--- src/rtl/sync_fifo_flagged_pkg.sv ---
// Shared widths and types for sync_fifo_flagged and its pointer sub-module.
//   ptr_w(depth) : pointer width, at least 1 bit
//   cnt_w(depth) : occupancy width, able to hold 0..depth
//   fifo_err_t   : sticky error flag pair
package sync_fifo_pkg;

  function automatic int ptr_w(input int depth);
    int w;
    w = $clog2(depth);
    return (w < 1) ? 1 : w;
  endfunction

  function automatic int cnt_w(input int depth);
    return $clog2(depth + 1);
  endfunction

  typedef struct packed {
    logic overflow;
    logic underflow;
  } fifo_err_t;

endpackage

--- src/rtl/sync_fifo_flagged_ptr.sv ---
// Wrapping pointer for sync_fifo_flagged.
//   clk : rising-edge clock
//   rst : synchronous active-high reset, ptr -> 0
//   inc : advance pointer by one
//   ptr : current pointer, wraps DEPTH-1 -> 0
module fifo_wrap_ptr
  import sync_fifo_pkg::*;
#(
  parameter int DEPTH = 16
) (
  input  logic                      clk,
  input  logic                      rst,
  input  logic                      inc,
  output logic [ptr_w(DEPTH)-1:0]   ptr
);

  localparam int PW = ptr_w(DEPTH);

  // Explicit compare so non-power-of-two depths wrap at DEPTH-1.
  always_ff @(posedge clk) begin
    if (rst) begin
      ptr <= '0;
    end else if (inc) begin
      if (ptr == PW'(DEPTH - 1)) ptr <= '0;
      else                       ptr <= ptr + PW'(1);
    end
  end

endmodule

--- src/rtl/sync_fifo_flagged.sv ---
// Single-clock FIFO with arbitrary depth, occupancy count, programmable
// almost-full/almost-empty thresholds, sticky overflow/underflow flags and a
// selectable read mode (FWFT show-ahead or registered 1-cycle read).
//   clk, rst                       : clock, synchronous active-high reset
//   wdata, wen, full, almost_full  : write side
//   rdata, ren, rvalid, empty,
//   almost_empty                   : read side
//   count                          : occupancy 0..DEPTH
//   overflow, underflow, err_clr   : sticky error flags and their clear
module sync_fifo_flagged
  import sync_fifo_pkg::*;
#(
  parameter int DEPTH     = 16,
  parameter int WIDTH     = 8,
  parameter int AFULL_TH  = DEPTH - 2,
  parameter int AEMPTY_TH = 2,
  parameter bit FWFT      = 1'b1
) (
  input  logic                     clk,
  input  logic                     rst,
  input  logic [WIDTH-1:0]         wdata,
  input  logic                     wen,
  output logic                     full,
  output logic                     almost_full,
  output logic [WIDTH-1:0]         rdata,
  input  logic                     ren,
  output logic                     rvalid,
  output logic                     empty,
  output logic                     almost_empty,
  output logic [cnt_w(DEPTH)-1:0]  count,
  output logic                     overflow,
  output logic                     underflow,
  input  logic                     err_clr
);

  localparam int PW = ptr_w(DEPTH);
  localparam int CW = cnt_w(DEPTH);

  if ((DEPTH < 2) || (AEMPTY_TH < 1) || (AEMPTY_TH >= AFULL_TH) || (AFULL_TH > DEPTH)) begin : g_param_err
    $error("sync_fifo_flagged: require DEPTH >= 2 and 1 <= AEMPTY_TH < AFULL_TH <= DEPTH");
  end

  logic [WIDTH-1:0] mem [DEPTH];
  logic [PW-1:0]    wptr;
  logic [PW-1:0]    rptr;
  logic             wr_acc;
  logic             rd_acc;
  fifo_err_t        err;

  assign full         = (count == CW'(DEPTH));
  assign empty        = (count == '0);
  assign almost_full  = (count >= CW'(AFULL_TH));
  assign almost_empty = (count <= CW'(AEMPTY_TH));

  assign wr_acc = wen & ~full;
  assign rd_acc = ren & ~empty;

  fifo_wrap_ptr #(.DEPTH(DEPTH)) u_wptr (
    .clk (clk),
    .rst (rst),
    .inc (wr_acc),
    .ptr (wptr)
  );

  fifo_wrap_ptr #(.DEPTH(DEPTH)) u_rptr (
    .clk (clk),
    .rst (rst),
    .inc (rd_acc),
    .ptr (rptr)
  );

  always_ff @(posedge clk) begin
    if (wr_acc) mem[wptr] <= wdata;
  end

  always_ff @(posedge clk) begin
    if (rst) begin
      count <= '0;
    end else if (wr_acc && !rd_acc) begin
      count <= count + CW'(1);
    end else if (rd_acc && !wr_acc) begin
      count <= count - CW'(1);
    end
  end

  // A set event in the same cycle wins over err_clr.
  always_ff @(posedge clk) begin
    if (rst) begin
      err <= '0;
    end else begin
      if (err_clr)     err           <= '0;
      if (wen && full) err.overflow  <= 1'b1;
      if (ren && empty) err.underflow <= 1'b1;
    end
  end

  assign overflow  = err.overflow;
  assign underflow = err.underflow;

  if (FWFT) begin : g_fwft
    assign rdata  = mem[rptr];
    assign rvalid = ~empty;
  end else begin : g_reg_read
    always_ff @(posedge clk) begin
      if (rst) begin
        rdata  <= '0;
        rvalid <= 1'b0;
      end else begin
        rvalid <= rd_acc;
        if (rd_acc) rdata <= mem[rptr];
      end
    end
  end

endmodule
--- config.mk ---
export PLATFORM = sky130hd
export DESIGN_NAME = sync_fifo_flagged
export DESIGN_NICKNAME = d
export VERILOG_FILES = /design/src/rtl/sync_fifo_flagged_pkg.sv /design/src/rtl/sync_fifo_flagged_ptr.sv /design/src/rtl/sync_fifo_flagged.sv
export SDC_FILE = /design/constraint.sdc
export NUM_CORES = 1
export LEC_CHECK = 0
export CAP_MARGIN = 20
export CORE_MARGIN = 2
export CORE_UTILIZATION = 55
export CTS_CLUSTER_SIZE = 25
export DETAILED_ROUTE_END_ITERATION = 7
export GPL_TIMING_DRIVEN = 0
export HOLD_SLACK_MARGIN = 0.02
export PLACE_DENSITY = 0.82
export SLEW_MARGIN = 30
export SYNTH_ARGS = -nofsm -noshare
export SYNTH_HDL_FRONTEND = slang
export SYNTH_SLANG_ARGS = --single-unit
export TNS_END_PERCENT = 10
--- constraint.sdc ---
create_clock -name clk -period 8.8 [get_ports clk]
set_input_delay 1.76 -clock clk [delete_from_list [all_inputs] [get_ports clk]]
set_output_delay 1.76 -clock clk [all_outputs]
set_load 0.02 [all_outputs]
==> metrics.cfg <==
[sta]
worst_slack_ns=4.01
worstMarginPinSlew_ns=0.915
clock_skew_ns=0.00901
period_needed_ns=4.79
clock.fmax_mhz=209
finalSetupViolCount=0
relSlewSlack=0.388
maxSlewViolCount=0
tns_ns=0
fin_crit_sh=0.544
rsz0062_at_grt=no
finalHoldViolations=0

[placed_design]
io_buffers=31
postPlaceCellArea_sq_mm=0.00636
dp_slack_ns=4.53
place.gp.congestion=0.797
dp_hpwl_um=7490

[grt]
grt_max_degree=17
antenna_found_initial=0
grt_pass1_vias=3238
grt_pass1_wl_um=18100
grt_overflow=0
grtUsageTotal=0.223

[setup_path]
cp.arrival_ns=3.03
critPathKind=flop to primary output
crit_buf_inv=3
rr_startpoint=count[0]
critical_path_peak_fanout=10
cpPeakStageDelay_ns=0.60
required_ns=7.04
slowest_stage=mux4_2
cp_top_family=buffers and inverters
path_cells=clkbuf_1 -> buf_2 -> mux4_2 -> a22oi_1 -> nand2_1 -> clkdlybuf4s50_1
start_kind=flop
setup.worst_path.end_class=primary output
reg2reg_slack_ns=5.74

[clocking]
ctsHoldBuffers=0
clockBufferDepth=2
clk_latency_ns=0.51
cts.sinks=147
cts.clk_slew.worst_paths_ns=0.06
post_cts_resized=0
tritoncts=yes
htree_levels=4
cts_root_buf=clkbuf_8
numCtsBuffers=17
cts_setup_buffers=0

[final_layout]
n_fill_cell=653
seq_area_sq_mm=0.00422
final_nets=403
multi_input_area_sq_mm=0.00155
final_area_sq_mm=0.00696
syn_to_final_growth_pct=18.9
antenna_cells=0
drive_gt1_frac=0.198
utilization=0.674

[synth]
synth_edf_count=128
syn_nets=352
ys_seq_area_frac=0.722
synthArstFlopShare=0
syn_avg_cell_area_sq_um=17.8
ys.flop_type=edfxtp_1
synth_cells=329
yosysWarnings=0
syn-cell-area_sq_mm=0.00585
post_synth_num_cell_types=39
ys_ff_latch=147

[routing]
dr.first_iter.drc_count=269
dr_total_vias=3087
wl_per_cell_um=22.1
final_antenna_net_count=0
avgViaCountPerCell=5.84
wirelength_um=11700
drc_errors=0
dr.pass1.iters=4

[min_path]
hp-class=flop to flop
min_from=u_rptr.ptr[0]

[floorplanning]
initial_core_util=0.567
core_area_sq_mm=0.0103
dieArea_sq_mm=0.0115
die_h_um=107
ios=33
std_cell_rows=37
die_x_um=107

[power]
vdd_drop_max_v=0.000179
leakage_nw=2.32
power_density_mw_per_mm2=283
total_power_mw=1.97

[run]
drv_cap=0

[outcome]
status=complete, no violations

==> cell usage after synthesis (all sizes together), types with 2 or more instances <==
cell type	number	area [sq um]
buf	7	38.8
ha	9	113
edfxtp	128	3840
a22oi	18	135
clkbuf	10	37.5
dfxtp	19	380
nor3	4	20.0
o21ai	2	13.8
nand3	2	10.0
o211ai	2	15.0
xor2	4	35.0
a21oi	7	35.0
mux4	32	721
nor2b	2	12.5
nand2b	3	18.8
inv	8	30.0
nor2	33	124
mux2i	4	40.0
nand2	18	67.6
==> state kept, by name (all words and copies together), names as in the netlist, named ones only <==
register	count
underflow	1
u_rptr.ptr	4
overflow	1
mem	128
count	5
u_wptr.ptr	4
==> through the flow <==
stage          instances  hold WS [ns]
2_1_floorplan        329         0.472
3_3_place_gp         496         0.495
3_5_place_dp         497         0.513
4_1_cts              529         0.523
5_1_grt              529         0.564
6_report             529         0.530
==> power by group <==
group	switching, mW	internal (mW)
logic	0.244	0.218
clock network	0.265	0.423
registers	0.0259	0.792
total	0.535	1.43
==> layer usage <==
layer	routed length, um	track usage
met3	715	0.0529
met5	0	0
met1	4590	0.286
met4	161	0.0742
met2	6220	0.377
==> worst paths after layout <==
kind,to,cells after the start
worst min register to register,u_rptr.ptr[0],2
worst max-delay path,rdata[7],6
worst max register to register,count[4],10
worst min-delay path,u_rptr.ptr[0],2
==> area by class of cell <==
type	count	share of cell area
Clock inverter	8	0.00827
Multi-Input combinational cell	157	0.222
Timing Repair Buffer	32	0.0457
Buffer	17	0.0110
Sequential cell	147	0.607
Tap cell	136	0.0245
Inverter	8	0.00432
Clock buffer	24	0.0770
==> cells in the final DEF (no fill, tap or decap), types with 3 or more instances in the layout <==
cell               n
a21oi_1            7
a22oi_1           18
buf_2              4
clkbuf_1          12
clkbuf_16         20
clkdlybuf4s50_1   31
clkinv_4           3
dfxtp_1           19
edfxtp_1         128
ha_1               9
inv_1              8
mux2i_1            4
mux4_2            32
nand2_1           18
nand2b_1           3
nor2_1            33
nor3_2             4
xor2_1             4
==> worst register-to-register path, stage by stage, from the launching register on <==
cell      delay [ns]
dfxtp_1         0.37
or4_1           0.52
buf_2           0.17
o21a_1          0.18
buf_6           0.14
ha_1            0.24
fa_1            0.40
nand2b_1        0.16
a21oi_1         0.17
mux2i_1         0.26
mux2_2          0.36
==> cell families after synthesis <==
kind of cell	Yosys count	synth area share
DFF	147	0.722
and+or+nand+nor	70	0.0532
buffers and inverters	25	0.0182
xor gates and xnor gates	4	0.00599
AOI/OAI and AO/OA	36	0.0462
muxes	37	0.132
adders and majority gates	10	0.0227
No activity file was read; power rests on OpenSTA's default activity.
